[src/rtl/matrix_scan_if.sv]
// Framebuffer read-port bundle between the matrix scanner and the BRAM.
//   master (scanner): drives mem_rd / mem_addr, receives mem_rdata
//   slave  (BRAM)   : receives mem_rd / mem_addr, returns mem_rdata one clock later
interface matrix_scan_if #(
    parameter int ADDR_WIDTH = 3,
    parameter int DATA_WIDTH = 32
);
    logic                  mem_rd;
    logic [ADDR_WIDTH-1:0] mem_addr;
    logic [DATA_WIDTH-1:0] mem_rdata;

    modport master (output mem_rd, output mem_addr, input  mem_rdata);
    modport slave  (input  mem_rd, input  mem_addr, output mem_rdata);
endinterface

[src/rtl/matrix_scan.sv]
// Scan controller for an LED matrix. Fetches one framebuffer word per row,
// holds it in row_buf, and drives one-hot rows with per-column PWM.
// Ports:
//   clk, reset   system clock, asynchronous active-high reset
//   enable       run scanning; only acted on at row boundaries
//   mem          framebuffer read port (matrix_scan_if.master)
//   row_sel      one-hot row drive
//   col_on       column drive
//   frame_start  1-cycle pulse when row 0 is fetched
//   busy         high whenever the scanner is not idle
module matrix_scan #(
    parameter int ROWS         = 8,
    parameter int COLS         = 8,
    parameter int BPP          = 4,
    parameter int DATA_WIDTH   = 32,
    parameter int ADDR_WIDTH   = 3,
    parameter int TICK_DIV     = 64,
    parameter int BLANK_CYCLES = 4
) (
    input  logic            clk,
    input  logic            reset,
    input  logic            enable,
    matrix_scan_if.master   mem,
    output logic [ROWS-1:0] row_sel,
    output logic [COLS-1:0] col_on,
    output logic            frame_start,
    output logic            busy
);
    localparam int TW = (TICK_DIV > 1) ? $clog2(TICK_DIV) : 1;
    localparam int BW = (BLANK_CYCLES > 1) ? $clog2(BLANK_CYCLES) : 1;

    localparam logic [TW-1:0]         TICK_LAST  = TW'(TICK_DIV - 1);
    localparam logic [BW-1:0]         BLANK_LAST = BW'(BLANK_CYCLES - 1);
    localparam logic [BPP-1:0]        PWM_LAST   = BPP'((2 ** BPP) - 2);
    localparam logic [ADDR_WIDTH-1:0] ROW_LAST   = ADDR_WIDTH'(ROWS - 1);

    localparam logic [2:0] IDLE  = 3'd0;
    localparam logic [2:0] FETCH = 3'd1;
    localparam logic [2:0] LATCH = 3'd2;
    localparam logic [2:0] SHOW  = 3'd3;
    localparam logic [2:0] BLANK = 3'd4;

    if (DATA_WIDTH != COLS * BPP) begin : g_bad_width
        $error("matrix_scan: DATA_WIDTH must equal COLS*BPP");
    end
    if (ROWS > 2 ** ADDR_WIDTH) begin : g_bad_addr
        $error("matrix_scan: ROWS does not fit in ADDR_WIDTH");
    end
    if (TICK_DIV < 1 || BLANK_CYCLES < 1) begin : g_bad_timing
        $error("matrix_scan: TICK_DIV and BLANK_CYCLES must be >= 1");
    end

    logic [2:0]            state;
    logic [ADDR_WIDTH-1:0] row;
    logic [DATA_WIDTH-1:0] row_buf;
    logic [TW-1:0]         tick;
    logic [BPP-1:0]        pwm;
    logic [BW-1:0]         blank_cnt;

    logic                  tick_wrap;
    logic                  show_done;
    logic [BPP-1:0]        pwm_next;
    logic [ADDR_WIDTH-1:0] row_next;
    logic [DATA_WIDTH-1:0] pix_src;
    logic [BPP-1:0]        pix_lvl;
    logic [COLS-1:0]       col_next;

    assign tick_wrap = (tick == TICK_LAST);
    assign show_done = tick_wrap && (pwm == PWM_LAST);
    assign pwm_next  = tick_wrap ? pwm + BPP'(1) : pwm;
    assign row_next  = (row == ROW_LAST) ? '0 : row + ADDR_WIDTH'(1);

    // col_on is registered, so it is computed for the level of the coming
    // cycle. On the LATCH edge row_buf is still loading, so the fresh word
    // is taken straight from mem_rdata at level 0.
    always_comb begin
        pix_src  = (state == LATCH) ? mem.mem_rdata : row_buf;
        pix_lvl  = (state == LATCH) ? '0 : pwm_next;
        col_next = '0;
        for (int unsigned c = 0; c < COLS; c++) begin
            col_next[c] = (pix_src[c*BPP +: BPP] > pix_lvl);
        end
    end

    always_ff @(posedge clk or posedge reset) begin
        if (reset) begin
            state        <= IDLE;
            row          <= '0;
            row_buf      <= '0;
            tick         <= '0;
            pwm          <= '0;
            blank_cnt    <= '0;
            mem.mem_rd   <= 1'b0;
            mem.mem_addr <= '0;
            row_sel      <= '0;
            col_on       <= '0;
            frame_start  <= 1'b0;
            busy         <= 1'b0;
        end else begin
            mem.mem_rd  <= 1'b0;
            frame_start <= 1'b0;
            case (state)
                IDLE: begin
                    if (enable) begin
                        state        <= FETCH;
                        mem.mem_rd   <= 1'b1;
                        mem.mem_addr <= '0;
                        frame_start  <= 1'b1;
                        busy         <= 1'b1;
                    end
                end
                FETCH: state <= LATCH;
                LATCH: begin
                    row_buf <= mem.mem_rdata;
                    tick    <= '0;
                    pwm     <= '0;
                    row_sel <= ROWS'(1) << row;
                    col_on  <= col_next;
                    state   <= SHOW;
                end
                SHOW: begin
                    if (show_done) begin
                        state     <= BLANK;
                        tick      <= '0;
                        pwm       <= '0;
                        blank_cnt <= '0;
                        row_sel   <= '0;
                        col_on    <= '0;
                    end else begin
                        tick   <= tick_wrap ? '0 : tick + TW'(1);
                        pwm    <= pwm_next;
                        col_on <= col_next;
                    end
                end
                BLANK: begin
                    if (blank_cnt == BLANK_LAST) begin
                        blank_cnt <= '0;
                        if (enable) begin
                            row          <= row_next;
                            state        <= FETCH;
                            mem.mem_rd   <= 1'b1;
                            mem.mem_addr <= row_next;
                            frame_start  <= (row_next == '0);
                        end else begin
                            row   <= '0;
                            state <= IDLE;
                            busy  <= 1'b0;
                        end
                    end else begin
                        blank_cnt <= blank_cnt + BW'(1);
                    end
                end
                default: begin
                    state   <= IDLE;
                    row     <= '0;
                    row_sel <= '0;
                    col_on  <= '0;
                    busy    <= 1'b0;
                end
            endcase
        end
    end
endmodule
[src/flat_wrapper.sv]
// flat-port wrapper written by rule: the top's interface ports become plain ports
module matrix_scan_flat 
#(
    parameter int ROWS         = 8,
    parameter int COLS         = 8,
    parameter int BPP          = 4,
    parameter int DATA_WIDTH   = 32,
    parameter int ADDR_WIDTH   = 3,
    parameter int TICK_DIV     = 64,
    parameter int BLANK_CYCLES = 4
)
  (clk, reset, enable, row_sel, col_on, frame_start, busy, mem_mem_rd, mem_mem_addr, mem_mem_rdata);
  matrix_scan_if #(.ADDR_WIDTH(ADDR_WIDTH), .DATA_WIDTH(DATA_WIDTH)) mem_i ();
  input  logic clk;
  input  logic reset;
  input  logic enable;
  output logic [ROWS-1:0] row_sel;
  output logic [COLS-1:0] col_on;
  output logic frame_start;
  output logic busy;
  output wire logic [$bits(mem_i.mem_rd)-1:0] mem_mem_rd;
  output wire logic [$bits(mem_i.mem_addr)-1:0] mem_mem_addr;
  input wire logic [$bits(mem_i.mem_rdata)-1:0] mem_mem_rdata;
  assign mem_mem_rd = mem_i.mem_rd;
  assign mem_mem_addr = mem_i.mem_addr;
  assign mem_i.mem_rdata = mem_mem_rdata;
  matrix_scan #(.ROWS(ROWS), .COLS(COLS), .BPP(BPP), .DATA_WIDTH(DATA_WIDTH), .ADDR_WIDTH(ADDR_WIDTH), .TICK_DIV(TICK_DIV), .BLANK_CYCLES(BLANK_CYCLES)) u_core (.clk(clk), .reset(reset), .enable(enable), .mem(mem_i), .row_sel(row_sel), .col_on(col_on), .frame_start(frame_start), .busy(busy));
endmodule
[config.mk]
export PLATFORM = sky130hd
export DESIGN_NAME = matrix_scan_flat
export DESIGN_NICKNAME = d
export VERILOG_FILES = /design/src/rtl/matrix_scan_if.sv /design/src/rtl/matrix_scan.sv /design/src/flat_wrapper.sv
export SDC_FILE = /design/constraint.sdc
export NUM_CORES = 1
export LEC_CHECK = 0
export BUFFER_PORTS_ARGS = -buffer_cell sky130_fd_sc_hd__clkbuf_2
export CORE_ASPECT_RATIO = 0.75
export CORE_UTILIZATION = 50
export DETAILED_ROUTE_END_ITERATION = 6
export PLACE_DENSITY = 0.7
export SLEW_MARGIN = 20
export SYNTH_ARGS = -nofsm -noshare
export SYNTH_HDL_FRONTEND = slang
export SYNTH_SLANG_ARGS = --single-unit
[constraint.sdc]
create_clock -name clk -period 3.5 [get_ports clk]
set_input_delay 0.175 -clock clk [delete_from_list [all_inputs] [get_ports clk]]
set_output_delay 0.175 -clock clk [all_outputs]
set_load 0.01 [all_outputs]
==> results of run 1 <==
logic make-up after synthesis:
group	synth area share, %
adder cells (fa/ha/maj)	8.61
AO/OA/AOI/OAI	21.8
buffers and inverters	5.80
multiplexers	2.99
flip-flops	41.3
XOR/XNOR	1.12
AND/OR/NAND/NOR	18.4
layout make-up:
cell class	count	area [um2]	share of cell area, %
Multi-Input combinational cell	339	2310	45.7
Tap cell	108	135	2.68
Clock inverter	5	31.3	0.619
Clock buffer	11	253	5.00
Timing Repair Buffer	75	438	8.67
Sequential cell	72	1800	35.7
Inverter	22	82.6	1.63
placed cells by master, fill, tap and decap left out, types with 5 or more instances in the layout:
| cell type | Yosys | layout |
|---|---|---|
| o221ai_1 | 5 | 5 |
| a41oi_1 | 8 | 8 |
| buf_4 | 1 | 17 |
| o31ai_1 | 10 | 10 |
| a21o_2 | 5 | 5 |
| ha_1 | 30 | 30 |
| inv_1 | 22 | 21 |
| dfrtp_1 | 72 | 72 |
| or4_1 | 5 | 5 |
| mux2_2 | 8 | 8 |
| nor2b_1 | 14 | 14 |
| nand4_1 | 13 | 13 |
| clkbuf_2 | 1 | 56 |
| nand3_1 | 17 | 17 |
| a311o_1 | 5 | 5 |
| nand2_1 | 80 | 80 |
| a21oi_1 | 10 | 10 |
| clkbuf_16 | 0 | 9 |
| nor2_1 | 18 | 18 |
| o21ai_0 | 29 | 29 |
| a21boi_0 | 5 | 5 |
| a22o_1 | 11 | 11 |
| a32o_1 | 11 | 11 |
worst max-delay path: cells and delay by family (launching register included):
family,cells,cell delay (ps)
and+or+nand+nor,4,930
AOI/OAI and AO/OA,3,770
DFF,1,600
adders and majority gates,1,310
buffers and inverters,1,250
power groups by stage:
stage	registers [mW]	logic [mW]	clock network, mW
global placement	1.07	0.552	0
finish	1.06	0.585	0.876
global route	1.08	0.661	0.927
detailed placement	1.07	0.574	0
floorplan	1.06	0.408	0
CTS	1.06	0.584	0.888
layer usage:
| layer | GRT usage, % | vias up | wire [um] |
|---|---|---|---|
| met5 | 0 | - | 0 |
| met4 | 8.85 | 0 | 231 |
| met3 | 8.16 | 21 | 823 |
| met2 | 38.3 | 138 | 4970 |
| met1 | 41.3 | 1868 | 5500 |
| li1 | - | 1813 | - |
through the flow:
step           utilization (%)  worst slack (ps)  instance area (um2)  total power [mW]
2_1_floorplan                -               473                 4360              1.46
3_3_place_gp              56.3               652                 4760              1.62
3_5_place_dp              56.3               559                 4760              1.65
4_1_cts                   59.7               516                 5050              2.53
5_1_grt                   59.7               204                 5050              2.67
6_report                  59.7               506                 5050              2.52
flip-flops by register name, indices dropped and copies added (netlist names):
signal               count
u_core.row_buf          32
u_core.tick              6
u_core.row_sel           8
u_core.pwm               4
u_core.state             3
u_core.mem.mem_addr      3
u_core.col_on            8
u_core.mem.mem_rd        1
u_core.blank_cnt         2
u_core.row               3
u_core.busy              1
u_core.frame_start       1
repair_timing:
| action | in CTS | in global routing |
|---|---|---|
| buffers inserted | 0 | 0 |
| hold buffers | 1 | 0 |
| hold endpoints to repair | 33 | 0 |
worst min path at each step:
stage                      start                  to  slack (ps)  depth (start not counted)
2_1_floorplan  mem_mem_rdata[16]  u_core.row_buf[16]         290                          2
3_3_place_gp               reset         u_core.busy         320                          2
3_5_place_dp               reset         u_core.busy         310                          2
4_1_cts        mem_mem_rdata[28]  u_core.row_buf[28]          60                          3
5_1_grt        mem_mem_rdata[20]  u_core.row_buf[20]          80                          3
6_report        mem_mem_rdata[8]   u_core.row_buf[8]          70                          3
==> run metrics, run 1 <==
fin crit share=85.5%; post-CTS resize count=0; FF-to-FF Start=u_core.state[1]; Fmax=0.334 GHz; skew final=10.3 ps; Final GP Congestion=0.828; CP cell instances=or3b_1, buf_4, nand2_1, nand2_1, ha_1, a21boi_0, nand4_1, a311o_1, a32o_1; CTS Root Cell=clkbuf_16; EDFF count, synth=0; First-pass DRT Iterations=5; CTS clk-pin slew, worst paths=60 ps; Slew headroom=31.0%; Ports=57; DR WL/cell=18.2 um; dpl hpwl=8.01 mm; CP Max Fanout=16; layout cells sized above 1=22.3%; DRT iter0 DRCs=292; Pint=1.74 mW; total clock sinks=72; reg-to-reg critical path endpoint=u_core.col_on[5]; Placed Cells=615; Seq/Total Area, Yosys=41.3%; R2R depth=9; setup slack, reg-to-reg=510 ps; Area Overhead vs Synth=15.9%; Psw=0.784 mW; initial antenna violation count=0; fin cells=632; CP arrival=3220 ps; # diodes=0; synthesized flop and latch total=72; most frequent cell on the critical path=nand2_1; CP Class=register to register; clock network fraction of total power=34.7%; die width=110 um; Tot GR Track Use=27.7%; Mapped Cells=462; CTS Buffer Depth=2; Max-Cap Viols=0; final WL=11.5 mm; fraction of registers with async set/reset=100%; synth top area cells=dfrtp_1 41%, ha_1 8.6%, nand2_1 6.9%; Worst Setup End Kind=register; residual DRC count=0; most area-hungry cell type in the Yosys netlist=dfrtp_1; Synthesized Nets=527; Seq pwr share=42.1%; worst path required time=3730 ps; total CTS buffers=9; Power Density=499 mW/mm2; IO buf count=56; H-tree depth=3; pin count of the biggest net entering global routing=35; count leader, synth=nand2_1; final net count=584; crit path from=u_core.state[1]; Die H=82.9 um; GRT Residual Overflow=0; Critical-path top delay cell=dfrtp_1; worst hold slack=69.0 ps; Yosys top cell area share=41.3%; CP Capture Point=u_core.col_on[5]; TNS Setup=0 ps; CTS tree=done; Net Sw Frac=31.1%; endpoints failing hold=0; Worst VDD drop=0.000371 V; Yosys warning total=0; RSZ-0062 raised after global routing=no; mean number of vias per cell=6.08; Unique masters post-synth=54; Main synth FF type=dfrtp_1; synthesized area per cell=9.43 um2; vias=3840; first-pass GRT wire length=19.2 mm; final setup fails=0; Critical Path Source Type=register; clock latency on the worst-skew pair=340 ps; max-slew violation count=0; Routed Antenna Nets=0; core area=0.00845 mm2; vias in the first global route=3796; fill count=750; Min-Delay Path Class=input port to register; Mapped Area=0.00436 mm2; CP max stage delay=600 ps; Commonest cells post-synth=80 x nand2_1, 72 x dfrtp_1, 30 x ha_1, 29 x o21ai_0, 22 x inv_1; FP Rows=29; slew of the pin with the lowest slew margin=1030 ps; Die Footprint=0.00910 mm2; Initial Utilization=51.5%; outcome=finished clean; Lkg Pwr=2.29 nW; combinational power share=23.2%; Min Clock Period, post-route=2990 ps
No activity file was read; power rests on OpenSTA's default activity.
==> run 2: changes to the inputs <==
- ABC_AREA: not set -> 1
==> run metrics, run 2 <==
outcome=finished clean; IO buf count=56; layout cells sized above 1=21.8%; Die H=81.1 um; Final GP Congestion=0.796; met2 usage=35.6%; Synthesized Nets=581; top flop regs=u_core.row_buf: 32 flops, u_core.col_on: 8 flops, u_core.row_sel: 8 flops; Worst VDD drop=0.000401 V; first-pass GRT wire length=15.1 mm; crit path from=u_core.state[2]; Area Overhead vs Synth=13.8%; Min Clock Period, post-route=2590 ps; die width=108 um; CP Class=register to register; dpl hpwl=6.65 mm; count leader, synth=nand2_1; area occupied by multi-input gates=0.00198 mm2; DR WL/cell=13.3 um; fin crit share=74.1%; CTS Buffer Depth=2; Routed Antenna Nets=0; total clock sinks=72; core area=0.00799 mm2; max-slew violation count=0; met3 usage=5.94%; commonest cells after routing, fill and taps aside=160 x nand2_1, 72 x dfrtp_1, 71 x inv_1; Placed Area=0.00454 mm2; Critical-path top delay cell=dfrtp_1; max FFs per register=32; Die Footprint=0.00872 mm2; slew of the pin with the lowest slew margin=824 ps; Power Density=802 mW/mm2; vias in the first global route=3229; CP arrival=2840 ps; CP Max Fanout=31; Fmax=0.385 GHz; total CTS buffers=9; Mapped Cells=516; residual DRC count=0; Main synth FF type=dfrtp_1; final worst slack=905 ps; Ports=57; DRT iter0 DRCs=205; Commonest cells post-synth=160 x nand2_1, 72 x dfrtp_1, 72 x inv_1, 30 x ha_1, 29 x nand3_1; Mapped Area=0.00418 mm2; TNS Setup=0 ps; CP cell instances=inv_8, nand3_4, inv_2, or2_2, ha_1, inv_1, o21bai_1, inv_1, nand2_1, nand2_1, nand2_1; FF-to-FF Start=u_core.state[2]; final WL=9.16 mm; clock latency on the worst-skew pair=350 ps; post-route cell area=0.00475 mm2; H-tree depth=3; Critical Path Source Type=register; # diodes=0; First-pass DRT Iterations=4; EDFF count, synth=0; initial antenna violation count=0; most area-hungry cell type in the Yosys netlist=dfrtp_1; Core Util, Final=59.5%; endpoints failing hold=0; Min-Delay Path Class=input port to register; Pwr Total=3.81 mW; Yosys top cell area share=43.2%; Tot GR Track Use=23.1%; FP Rows=28; CTS Root Cell=clkbuf_8; CP max stage delay=580 ps; mean number of vias per cell=4.99; final net count=643; GRT Residual Overflow=0; Lkg Pwr=2.72 nW; hold wc startpoint=mem_mem_rdata[9]; synthesized area per cell=8.09 um2; CTS tree=done; fill count=737; Seq/Total Area, Yosys=43.2%; most frequent cell on the critical path=nand2_1; CTS clk-pin slew, worst paths=70 ps; GRT busiest layer=met2; skew final=7.19 ps; commonest non-fill, non-tap cell in the layout=nand2_1; Slew headroom=45.0%; largest register by flop count=u_core.row_buf; GRT met1 Usage=31.5%; setup slack at placement=900 ps; final setup fails=0; RSZ-0062 raised after global routing=no; worst path required time=3750 ps; Initial Utilization=52.3%; synth top area cells=dfrtp_1 43%, nand2_1 14%, ha_1 9.0%; fraction of registers with async set/reset=100%; Reg area=0.00180 mm2; Max-Cap Viols=0; pin count of the biggest net entering global routing=41; Yosys warning total=0; Worst Setup End Kind=register; synthesized flop and latch total=72; vias=3436; Unique masters post-synth=35
run 2: metal layers:
layer	routed length (um)	part of all wire, %
met1	4520	49
met2	4020	44
met3	460	5.0
met4	153	1.7
met5	0	0
run 2: cells by family (layout without fill, tap and decap cells):
family / Yosys count / after routing / share of synthesized area, %
XOR/XNOR: 4 / 4 / 0.839
flip-flops: 72 / 72 / 43.2
AND/OR/NAND/NOR: 267 / 267 / 29.3
adder cells (fa/ha/maj): 30 / 30 / 8.99
AO/OA/AOI/OAI: 49 / 49 / 8.27
buffers and inverters: 94 / 161 / 9.47
run 2: final timing paths:
check | slack (ps) | depth (start not counted) | end
hold / removal | 50 | 3 | u_core.row_buf[9]
setup / recovery | 910 | 11 | u_core.col_on[4]
min in group asynchronous | 510 | 3 | u_core.row_sel[0]
setup reg to reg | 910 | 11 | u_core.col_on[4]
hold reg to reg | 480 | 2 | u_core.col_on[3]
max in group asynchronous | 2220 | 4 | u_core.row_buf[20]
run 2: timing repair:
action / 4_1_cts / 5_1_grt
hold endpoints to repair: 38 / 0
buffers inserted: 0 / 0
gates resized for setup: 0 / 0
endpoints found under the setup margin: 0 / 0
hold buffers: 1 / 0
run 2: area by class of cell:
type | count | area share (%)
multi-input cells | 350 | 41.6
flip-flops and latches | 72 | 37.9
inverters | 85 | 6.88
repair buffers | 60 | 6.59
clock buffers | 13 | 3.35
well taps | 105 | 2.77
clock inverters | 3 | 0.843
run 2: per-stage QoR:
step | cells | hold slack [ps]
floorplan | 516 | 296
global placement | 671 | 363
detailed placement | 671 | 374
finish | 688 | 48.0
global route | 688 | 47.1
CTS | 688 | 36.8
run 2: report_power, final:
group          leakage [nW]  switching (mW)  internal [mW]
Combinational          1.73            1.23          0.691
Sequential            0.888           0.107           1.11
Clock                 0.103           0.299          0.366
Total                  2.72            1.64           2.17
run 2: worst max-delay path, delay by kind of cell, from the launching register on:
kind / cells / cell delay [ps]
buf+inv: 4 / 540
fa+ha+maj: 1 / 350
simple gates: 5 / 940
compound gates: 1 / 80
flops: 1 / 580
==> run 3: changes to the inputs <==
- ABC_AREA: 1 -> 0
- clock period: 3.5 -> 2.6 ns (I/O delays scaled with it)
==> run metrics, run 3 (same netlist as run 1, synthesis figures left out) <==
final setup fails=5; first-pass GRT wire length=19.0 mm; H-tree depth=3; DRT iter0 DRCs=381; layout cells sized above 1=27.6%; CTS tree=done; Routed Antenna Nets=0; final net count=604; First-pass DRT Iterations=5; CP arrival=2930 ps; top flop regs=u_core.row_buf: 32 flops, u_core.col_on: 8 flops, u_core.row_sel: 8 flops; CP cell instances=ha_2, nand3_2, nor2_4, nand4_1, xnor2_1, nand2_2, buf_12, ha_4, a21boi_2, nand4_1, a311o_1, a32o_1; worst hold slack=16.4 ps; RSZ-0062 raised after global routing=yes; CP Class=register to register; commonest cells after routing, fill and taps aside=79 x nand2_1, 72 x dfrtp_1, 56 x clkbuf_2; max FFs per register=32; critical path's top delay family=compound AO/OA/AOI/OAI gates; Slew headroom=40.7%; slew of the pin with the lowest slew margin=890 ps; CP Max Fanout=7; worst path required time=2830 ps; Final GP Congestion=0.853; Ports=57; setup slack at placement=-130 ps; IO buf count=56; CTS clk-pin slew, worst paths=60 ps; initial antenna violation count=0; failing checks=negative setup slack; Area Overhead vs Synth=24.2%; die width=110 um; GRT Residual Overflow=0; Critical Path Source Type=register; final WL=11.8 mm; outcome=complete, but fails checks; Pwr Total=3.77 mW; post-route cell area=0.00541 mm2; Worst Setup End Kind=register; dpl hpwl=7.79 mm; fin crit share=104%; Tot GR Track Use=27.2%; mean number of vias per cell=5.98; core area=0.00845 mm2; Max-Cap Viols=0; Lkg Pwr=2.43 nW; # diodes=0; DR WL/cell=18.1 um; residual DRC count=0; Die Footprint=0.00910 mm2; Worst VDD drop=0.000478 V; total clock sinks=72; CTS Root Cell=clkbuf_16; max-slew violation count=0; vias in the first global route=3739; total CTS buffers=9; Critical-path top delay cell=dfrtp_1; FF-to-FF Start=u_core.tick[1]; Power Density=696 mW/mm2; pin count of the biggest net entering global routing=46; TNS Setup=-356 ps; clock latency on the worst-skew pair=340 ps; crit path from=u_core.tick[1]; Placed Area=0.00490 mm2; skew final=6.82 ps; largest register by flop count=u_core.row_buf; Die H=82.9 um; Min-Delay Path Class=input port to register; CTS Buffer Depth=2; Min Clock Period, post-route=2690 ps; fill count=675; endpoints failing hold=0; hold wc startpoint=mem_mem_rdata[17]; Initial Utilization=51.5%; final worst slack=-93.0 ps; Worst Path Buf+Inv=1; FP Rows=29; vias=3902; CP max stage delay=370 ps; commonest non-fill, non-tap cell in the layout=nand2_1; most frequent cell on the critical path=nand4_1; Fmax=0.371 GHz
==> run 3: cell types whose count changed in the layout (fill, tap and decap cells not counted), sizes merged, moves of 6 or more <==
cell,before,now
a22o,2,11
nor2,36,18
nor2b,0,14
o21ai,24,33
nand2,173,80
inv,84,22
mux2,0,8
buf,3,37
a21oi,2,10
nand3,35,18
a41oi,0,8
o31ai,1,10
or4,0,6
o21bai,11,0
==> run 3: stage by stage <==
step / std cells / utilization (%)
after floorplan: 462 / -
after global placement: 626 / 57.9
after detailed placement: 626 / 57.9
after CTS: 648 / 63.3
after global routing: 652 / 64.0
final: 652 / 64.0
==> run 3: metal layers <==
metal  global-route usage, %  routed length, um
met1                    40.7               5800
met2                    39.0               5220
met3                    7.06                663
met4                    6.91                142
met5                       0                  0
==> run 3: report_power, final <==
part / total, mW / switching, mW / leakage (nW) / internal [mW]
Clock: 1.41 / 0.480 / 0.162 / 0.933
Sequential: 1.41 / 0.124 / 0.880 / 1.29
Combinational: 0.942 / 0.490 / 1.39 / 0.451
Total: 3.77 / 1.09 / 2.43 / 2.68
==> run 3: path summary, 6_finish.rpt <==
check | end | slack, ps | cells past startpoint
max in group asynchronous | u_core.pwm[3] | 1520 | 4
min | u_core.row_buf[17] | 20 | 3
max | u_core.col_on[5] | -90 | 12
min in group asynchronous | u_core.row_sel[3] | 400 | 3
max reg2reg | u_core.col_on[5] | -90 | 12
min reg2reg | u_core.row_buf[13] | 480 | 2
==> run 3: repair_timing <==
action                                  in CTS  in global routing
cloned                                       0                  0
endpoints found under the hold margin       28                  0
setup buffers                                4                  4
pin swaps                                   11                 21
endpoints found under the setup margin       5                  7
gates resized for setup                      6                  4
hold buffers                                 2                  0
==> run 3: final cells by class <==
class / instances / area (um2) / share of cell area [%]
Clock inverter: 6 / 108 / 1.99
Tap cell: 108 / 135 / 2.50
Timing Repair Buffer: 95 / 628 / 11.6
Clock buffer: 10 / 229 / 4.23
Inverter: 22 / 82.6 / 1.53
Sequential cell: 72 / 1800 / 33.3
Multi-Input combinational cell: 339 / 2430 / 44.9
==> run 3: worst min-delay path, cell delays in order <==
cell and delay (ps):
clkbuf_2 80, nand2_1 40, nand2_1 70
